`src/rtl/q_dequant_stream_pkg.sv`:
```
// sys_defs: shared fixed-point helpers and the dequantizer control state type
package sys_defs;

    localparam bit ROUNDING = 1'b1;

    function automatic int Q_WIDTH(input int i, input int f);
        return i + f + 1;
    endfunction

    typedef enum logic {WAIT_SCALE, ACTIVE} dq_state_e;

endpackage

```
`src/rtl/q_dequant_stream_round_sat.sv`:
```
// q_round_sat: per-lane fractional alignment with optional round-half-up and saturation
module q_round_sat #(
    parameter int IW  = 24,
    parameter int FI  = 18,
    parameter int OW  = 16,
    parameter int FO  = 8,
    parameter bit RND = 1'b1
) (
    input  logic signed [IW-1:0] in_i,
    output logic        [OW-1:0] out_o
);

    localparam int UP = (FO > FI) ? FO - FI : 0;
    localparam int WW = IW + UP + OW + 2;
    localparam logic signed [WW-1:0] MAXV = {{(WW-OW+1){1'b0}}, {(OW-1){1'b1}}};
    localparam logic signed [WW-1:0] MINV = {{(WW-OW+1){1'b1}}, {(OW-1){1'b0}}};

    logic signed [WW-1:0] ext;
    logic signed [WW-1:0] al;

    assign ext = WW'(in_i);

    generate
        if (FO > FI) begin : g_up
            assign al = ext <<< UP;
        end else if (FO == FI) begin : g_eq
            assign al = ext;
        end else begin : g_dn
            localparam int SH = FI - FO;
            localparam logic signed [WW-1:0] BIAS = RND ? WW'(1) <<< (SH - 1) : '0;
            assign al = (ext + BIAS) >>> SH;
        end
    endgenerate

    // clamp the aligned value to the output code range instead of wrapping
    always_comb out_o = (al > MAXV) ? MAXV[OW-1:0] : (al < MINV) ? MINV[OW-1:0] : al[OW-1:0];

endmodule

```
`src/rtl/q_dequant_stream.sv`:
```
// q_dequant_stream: 2-stage ready/valid dequantizer, per-row scale times narrow lanes, rounded and saturated
module q_dequant_stream
    import sys_defs::*;
#(
    parameter int N         = 4,
    parameter int IN_I      = 3,
    parameter int IN_F      = 4,
    parameter int S_I       = 1,
    parameter int S_F       = 14,
    parameter int OUT_I     = 7,
    parameter int OUT_F     = 8,
    parameter int ROW_BEATS = 16,
    parameter bit ROUND     = ROUNDING
) (
    input  logic                                  clock,
    input  logic                                  reset,
    input  logic                                  scale_valid,
    input  logic signed [Q_WIDTH(S_I,S_F)-1:0]    scale_data,
    output logic                                  scale_ready,
    input  logic                                  in_valid,
    input  logic [N*Q_WIDTH(IN_I,IN_F)-1:0]       in_data,
    output logic                                  in_ready,
    output logic                                  out_valid,
    output logic [N*Q_WIDTH(OUT_I,OUT_F)-1:0]     out_data,
    output logic                                  out_last,
    input  logic                                  out_ready
);

    localparam int IW = Q_WIDTH(IN_I, IN_F);
    localparam int SW = Q_WIDTH(S_I, S_F);
    localparam int OW = Q_WIDTH(OUT_I, OUT_F);
    localparam int PW = Q_WIDTH(IN_I + S_I + 1, IN_F + S_F);
    localparam int CW = (ROW_BEATS > 1) ? $clog2(ROW_BEATS) : 1;

    dq_state_e             state_q, state_d;
    logic [CW-1:0]         cnt_q, cnt_d;
    logic signed [SW-1:0]  scale_q, scale_d;
    logic                  s1_valid_q, s1_last_q, s2_valid_q, s2_last_q;
    logic signed [PW-1:0]  s1_prod_q [N];
    logic signed [PW-1:0]  prod_d [N];
    logic [N*OW-1:0]       s2_data_q, s2_data_d;
    logic                  s1_adv, s2_adv, scale_fire, in_fire, row_end;

    assign s2_adv     = !s2_valid_q | out_ready;
    assign s1_adv     = !s1_valid_q | s2_adv;
    assign scale_fire = scale_valid & scale_ready;
    assign in_fire    = in_valid & in_ready;
    assign row_end    = cnt_q == CW'(ROW_BEATS - 1);

    // control state register
    always_ff @(posedge clock or posedge reset) begin
        if (reset) state_q <= WAIT_SCALE;
        else       state_q <= state_d;
    end

    // a scale opens a row; the last beat of the row closes it on the same edge
    always_comb begin
        state_d = state_q;
        if (state_q == WAIT_SCALE && scale_fire) state_d = ACTIVE;
        else if (state_q == ACTIVE && in_fire && row_end) state_d = WAIT_SCALE;
    end

    // handshake outputs depend only on state and pipeline room
    always_comb begin
        scale_ready = state_q == WAIT_SCALE;
        in_ready    = state_q == ACTIVE && s1_adv;
    end

    // row scale and beat counter next-state
    always_comb begin
        cnt_d   = cnt_q;
        scale_d = scale_q;
        if (scale_fire) begin
            cnt_d   = '0;
            scale_d = scale_data;
        end else if (in_fire) begin
            cnt_d = row_end ? '0 : cnt_q + CW'(1);
        end
    end

    // row scale and beat counter registers
    always_ff @(posedge clock or posedge reset) begin
        if (reset) begin
            cnt_q   <= '0;
            scale_q <= '0;
        end else begin
            cnt_q   <= cnt_d;
            scale_q <= scale_d;
        end
    end

    for (genvar g = 0; g < N; g++) begin : g_lane
        assign prod_d[g] = PW'($signed(in_data[g*IW +: IW])) * PW'(scale_q);
        q_round_sat #(
            .IW (PW),
            .FI (IN_F + S_F),
            .OW (OW),
            .FO (OUT_F),
            .RND(ROUND)
        ) u_rs (
            .in_i (s1_prod_q[g]),
            .out_o(s2_data_d[g*OW +: OW])
        );
    end

    // stage 1 captures full-width products so each beat keeps the scale it entered with
    always_ff @(posedge clock or posedge reset) begin
        if (reset) begin
            s1_valid_q <= 1'b0;
            s1_last_q  <= 1'b0;
            s1_prod_q  <= '{default: '0};
        end else if (s1_adv) begin
            s1_valid_q <= in_fire;
            if (in_fire) begin
                s1_prod_q <= prod_d;
                s1_last_q <= row_end;
            end
        end
    end

    // stage 2 captures aligned, saturated lanes and holds them while stalled
    always_ff @(posedge clock or posedge reset) begin
        if (reset) begin
            s2_valid_q <= 1'b0;
            s2_last_q  <= 1'b0;
            s2_data_q  <= '0;
        end else if (s2_adv) begin
            s2_valid_q <= s1_valid_q;
            if (s1_valid_q) begin
                s2_data_q <= s2_data_d;
                s2_last_q <= s1_last_q;
            end
        end
    end

    assign out_valid = s2_valid_q;
    assign out_data  = s2_data_q;
    assign out_last  = s2_last_q;

endmodule

```
`config.mk`:
```
export PLATFORM = sky130hd
export DESIGN_NAME = q_dequant_stream
export DESIGN_NICKNAME = d
export VERILOG_FILES = /design/src/rtl/q_dequant_stream_pkg.sv /design/src/rtl/q_dequant_stream_round_sat.sv /design/src/rtl/q_dequant_stream.sv
export SDC_FILE = /design/constraint.sdc
export NUM_CORES = 2
export LEC_CHECK = 0
export ABC_CLOCK_PERIOD_IN_PS = 7500
export BUFFER_PORTS_ARGS = -buffer_cell sky130_fd_sc_hd__buf_2
export CAP_MARGIN = 20
export CORE_ASPECT_RATIO = 0.6
export CORE_MARGIN = 3
export CORE_UTILIZATION = 30
export CTS_CLUSTER_SIZE = 28
export DETAILED_ROUTE_END_ITERATION = 8
export PLACE_DENSITY = 0.53
export SLEW_MARGIN = 25
export SYNTH_ARGS = -nofsm -noshare
export SYNTH_HDL_FRONTEND = slang
export SYNTH_SLANG_ARGS = --single-unit
```
`constraint.sdc`:
```
create_clock -name clock -period 7.5 [get_ports clock]
set_clock_uncertainty 0.1 [all_clocks]
set_input_delay 1.5 -clock clock [delete_from_list [all_inputs] [get_ports clock]]
set_output_delay 1.5 -clock clock [all_outputs]
set_load 0.01 [all_outputs]
```
---- After elaboration in Yosys (flattened, before gate mapping) ----
Index checks and enable logic that the tools add are counted.
storage, ports and cells
  register bits after elaboration ......... 185
  input port bits ......................... 53
  output and inout port bits .............. 68
  logic and storage cells ................. 58
cells by class
  add/sub/neg operators ................... 5
  $mul .................................... 4
  order comparisons ....................... 8
  equality and inequality tests ........... 1
  mux-type cells .......................... 13
  bitwise operators ....................... 5
  reductions and logical operators ........ 10
operator list
  cell                                                             count
  2-to-1 mux 16 bit                                                8
  adder 24 x 11 -> 25 bit, second input constant                   4
  multiplier 8 x 16 -> 24 bit                                      4
  greater-than comparator 15 x 16 -> 1 bit, second input constant  4
  < comparator 15 x 16 -> 1 bit, second input constant             4
  2-to-1 mux 4 bit                                                 3
  adder 4 x 1 -> 4 bit, second input constant                      1
  == test 4 bit, second input constant                             1
  logical AND 1 bit                                                4
  AND reduction 2 bit                                              2
  nonzero test 2 bit                                               2
  bitwise AND 1 bit                                                2
  zero test 1 bit                                                  2
  2-to-1 mux 1 bit                                                 2
  bitwise OR 1 bit                                                 2
  NOT 1 bit                                                        1

---- Longest topological paths before layout ----
  depth after elaboration ................. 9
  gate-level depth with buffers ........... 19
  depth with buffers taken out ............ 18

---- Cells and area by module ----
A second synthesis with hierarchy kept.
second synthesis, totals
  cells, all modules ...................... 2801
  area total of the unflattened synthesis .. 26020.0 um2
modules (own cells, without submodules)
  module            instances  cells an instance  area an instance (um2)
  q_dequant_stream  1          2653               24943.9
  q_round_sat       4          37                 269.0

---- Worst setup path before layout ----
Ideal clock, no wire load.
  path kind ............................... in2reg
  start point ............................. in in_data[7]
  end point ............................... reg s1_prod_q[94] (netlist name)
  library setup time ...................... 129 ps
  arrival ................................. 6106 ps
  path slack .............................. 1165 ps
  stages on the path ...................... 17
  buffers on the path ..................... 1
  cells stage by stage .................... inv_1 -> buf_1 -> nor2_1 -> fa_1 -> fa_1 -> fa_1 -> inv_1 -> fa_1 -> inv_1 -> ha_1 -> and3_1 -> a22o_1 -> a211o_1 -> a221o_1 -> a311oi_2 -> xor2_1 -> o21ai_1
on the way
  cells in the longest elaborated chain, start to end .. 1
RTL lines
  element                      line                     RTL
  start, declared              q_dequant_stream.sv:21   input logic [N*Q_WIDTH(IN_I,IN_F)-1:0] in_data,
  multiplier 8 x 16 -> 24 bit  q_dequant_stream.sv:93   assign prod_d[g] = PW'($signed(in_data[g*IW +: IW])) * PW'(scale_q);
  end signal, assigned         q_dequant_stream.sv:115  s1_prod_q <= prod_d;
  end, declared                q_dequant_stream.sv:39   logic signed [PW-1:0] s1_prod_q [N];
Every way passes these cells.
A chain may end at the register's enable or synchronous reset.

---- Worst setup path in the final report ----
Same ends and word-level chain as after synthesis.

==> summary.txt <==
Layout
  – Area occupied by multi-input gates: 17,390 sq um
  – Layout cell share with drive strength beyond 1: 8.458%
  – Filler cells: 7,995
  – Sequential cell area: 3729 sq um
  – Synth-to-Final Area Change: 9.929%
  – Net count, final: 3,234

Critical path
  – Worst-path maximum fanout: 15
  – Worst-path cell chain: buf_2 -> inv_1 -> nor2_1 -> fa_1 -> fa_1 -> fa_1 -> inv_1 -> fa_1 -> inv_1 -> ha_1 -> and3_1 -> a22o_1 -> a211o_1 -> a221o_1 -> a311oi_2 -> xor2_1 -> o21ai_1
  – Critical path class: in -> reg
  – Slowest CP cell: fa_1
  – Critical Path AT: 6.61 ns
  – Crit end category: flip-flop
  – CP required: roughly 7.7 ns
  – CP max stage delay: ~0.54 ns
  – Top cell by count, worst path: fa_1
  – Worst R2R Start: scale_q[11]
  – Crit path from: in_data[7]
  – Startpoint types: input pin
  – Cell family with most CP delay: adder cells
  – Crit path buffers/inverters: 4

Drt
  – Wire length on met1: 30.17 mm
  – WL met3: 2.088 mm
  – First-pass DRT Iterations: 5
  – Vias: around 16,000
  – Remaining antenna violation count: 0
  – Vias per cell: 4.423
  – # DRC: 0
  – DR iter-0 viols: 894
  – WL per Instance: 16.16 um
  – Overall routed net length: 59.03 mm
  – Met2 WL: ~26 mm
  – Highest routing layer actually used: met4

Yosys
  – EDFF count, synth: 0
  – Synth Area in Compound Gates: 6.844%
  – XOR/XNOR Fraction of Synth Area: 4.461%
  – Synth Warn #: 0
  – Cells after Synth: about 2,500
  – Ranking of synthesized cells by area: fa_1 35%, dfrtp_1 16%, ha_1 9.5%
  – Simple-Gate Fraction of Synth Area: approximately 18%
  – Adder-cell area share of the yosys netlist: 44.10%
  – Post-synth top area cell: fa_1
  – Synthesized Nets: 3,174
  – Most common cell in the netlist: inv_1
  – Post-Syn Area per Cell: a little over 9 sq um
  – Share of the synthesized area in the top cell type: between 30% and 40%
  – Netlist cell types: 60
  – Largest family of logic cells by synthesized area: adder cells
  – Sequential area share after synthesis: between 10% and 20%
  – Multiplexer area fraction after synthesis: 0.8676%
  – FFs w/ async S/R, synth: 100.0%
  – Post-synth top cells: 498 x inv_1, 404 x fa_1, 345 x and2_1
  – Post-Syn Area: between 20,000 and 25,000 sq um
  – Post-synth top flop: dfrtp_1
  – #FFs+latches synth: roughly 150

GRT
  – First-pass GRT wire length: a little under 100 mm
  – Total gr overflow: 0
  – Largest net degree at the start of global routing: between 100 and 150
  – Vias in the first global route: 17,090
  – Gr usage total: 15.40%
  – Initial antenna violation count: 1

CTS
  – Resize count post-CTS: 0
  – Root Buffer: clkbuf_16
  – TritonCTS Buffers: 17
  – Post-CTS Hold Buffers: 0
  – H-tree depth: 4
  – Latest clock arrival within the worst-skew pair: around 0.47 ns
  – Worst-path clk slew: approximately 0.070 ns
  – TritonCTS clock tree: built
  – Clock Sinks: between 100 and 150
  – Max clock buf depth: 2
  – Post-CTS setup buffers: 0

Floorplan
  – Io pins: ~120
  – Starting Density: between 30 and 40%
  – Die H: 222.2 um
  – # rows: just under 80
  – Width of the die: approximately 370 um
  – Die ar.: 81,370 sq um
  – Core Area: approximately 76,000 sq um

STA
  – Pins over their slew limit: 0
  – Final worst-path cycle share: ~85%
  – Final worst path period need: approximately 6.4 ns
  – Endpoints failing setup: 0
  – Fmax: 0.1565 GHz
  – Relative slew slack: between 30% and 40%
  – RSZ-0062 raised after global routing: false
  – Total Neg Setup Slack: 0 ns
  – Slew @ Worst Pin: 1.011 ns
  – Final hold viol count: 0

Placed design
  – IO Port Bufs: 120
  – GPL Wtd Cong: around 0.81
  – Post-DP HPWL: around 48 mm

Hold path
  – Tightest Hold Check Type: reg -> reg
  – Min-delay src: s1_last_q

Run
  – Max_cap viols: 0

Outcome
  – Status: finished clean
## area by class of cell
class / count / share of cell area, %
multi-input combinational: 1784 / 67.71
clock buffer: 18 / 1.671
sequential: 149 / 14.52
inverter: 498 / 7.298
timing repair buffer: 150 / 3.264
clock inverter: 14 / 0.4677
antenna: 1 / 0.009743
tap: 1040 / 5.067
## cells in the final DEF, fill, tap and decap left out, types with 4 or more instances in the layout
master       n
o31ai_1     10
nor3_1      11
a21oi_1     32
clkbuf_16   17
a211oi_1     5
o21ai_0    114
xor2_1      47
inv_1      497
buf_2      120
nand4_1     16
nand2_1    259
mux2_2      18
a21o_1      22
inv_6        5
a22o_1       4
o21a_1      10
o21bai_1     6
nor2b_1      6
and2_1     345
ha_1       177
nand2b_1    17
nand3_1     36
fa_1       404
nor2_1      88
xnor2_1     72
a211o_1      5
buf_4       29
dfrtp_1    149
and3_1      23
clkinv_4     4
## per-stage QoR
step / instance area (sq um) / setup WS, ns / utilization [%] / hold slack [ns] / instances
2_1_floorplan: 23360 / 1.165 / - / 0.3386 / 2540
3_3_place_gp: 25100 / 0.7401 / 32.89 / 0.3526 / 3620
3_5_place_dp: 25130 / 0.6397 / 32.93 / 0.3576 / 3621
4_1_cts: 25680 / 1.151 / 33.65 / 0.3754 / 3653
5_1_grt: 25680 / 0.8760 / 33.65 / 0.3900 / 3653
6_report: 25680 / 1.112 / 33.65 / 0.3701 / 3654
## state kept, by name, indices dropped and copies added (netlist names)
signal and flops:
scale_q 16, out_valid 1, s1_valid_q 1, s1_last_q 1, state_q 1, out_data 64, out_last 1, s1_prod_q 60
cnt_q 4
## routing by layer
| layer | vias to the layer above | global-route usage (%) |
|---|---|---|
| met5 | - | 0 |
| met3 | 25 | 2.332 |
| met1 | 8107 | 22.74 |
| met2 | 196 | 24.28 |
| li1 | 7832 | - |
| met4 | 0 | 2.305 |
## final timing paths
kind	cells after the start	slack [ns]	endpoint
max	17	1.11	s1_prod_q[94]
min	2	0.37	out_last
max reg2reg	17	1.52	s1_prod_q[94]
min reg2reg	2	0.37	out_last
max in group asynchronous	3	5.09	s1_prod_q[64]
min in group asynchronous	2	1.07	out_last
## cell families (layout without fill, tap and decap cells)
kind of cell             after synthesis  in the layout
AO/OA/AOI/OAI                        246            246
XOR/XNOR                             119            119
adder cells (fa/ha/maj)              581            581
buffers and inverters                607            680
flip-flops                           149            149
multiplexers                          18             18
other                                  0              1
AND/OR/NAND/NOR                      820            820
## worst min-delay path, delay by kind of cell (launching register included)
kind             cells  cell delay, ns
flip-flops           1            0.34
AND/OR/NAND/NOR      2            0.10
Power is not shown: default switching activity piles up to over one toggle a cycle in this logic, so the estimate is an artifact.
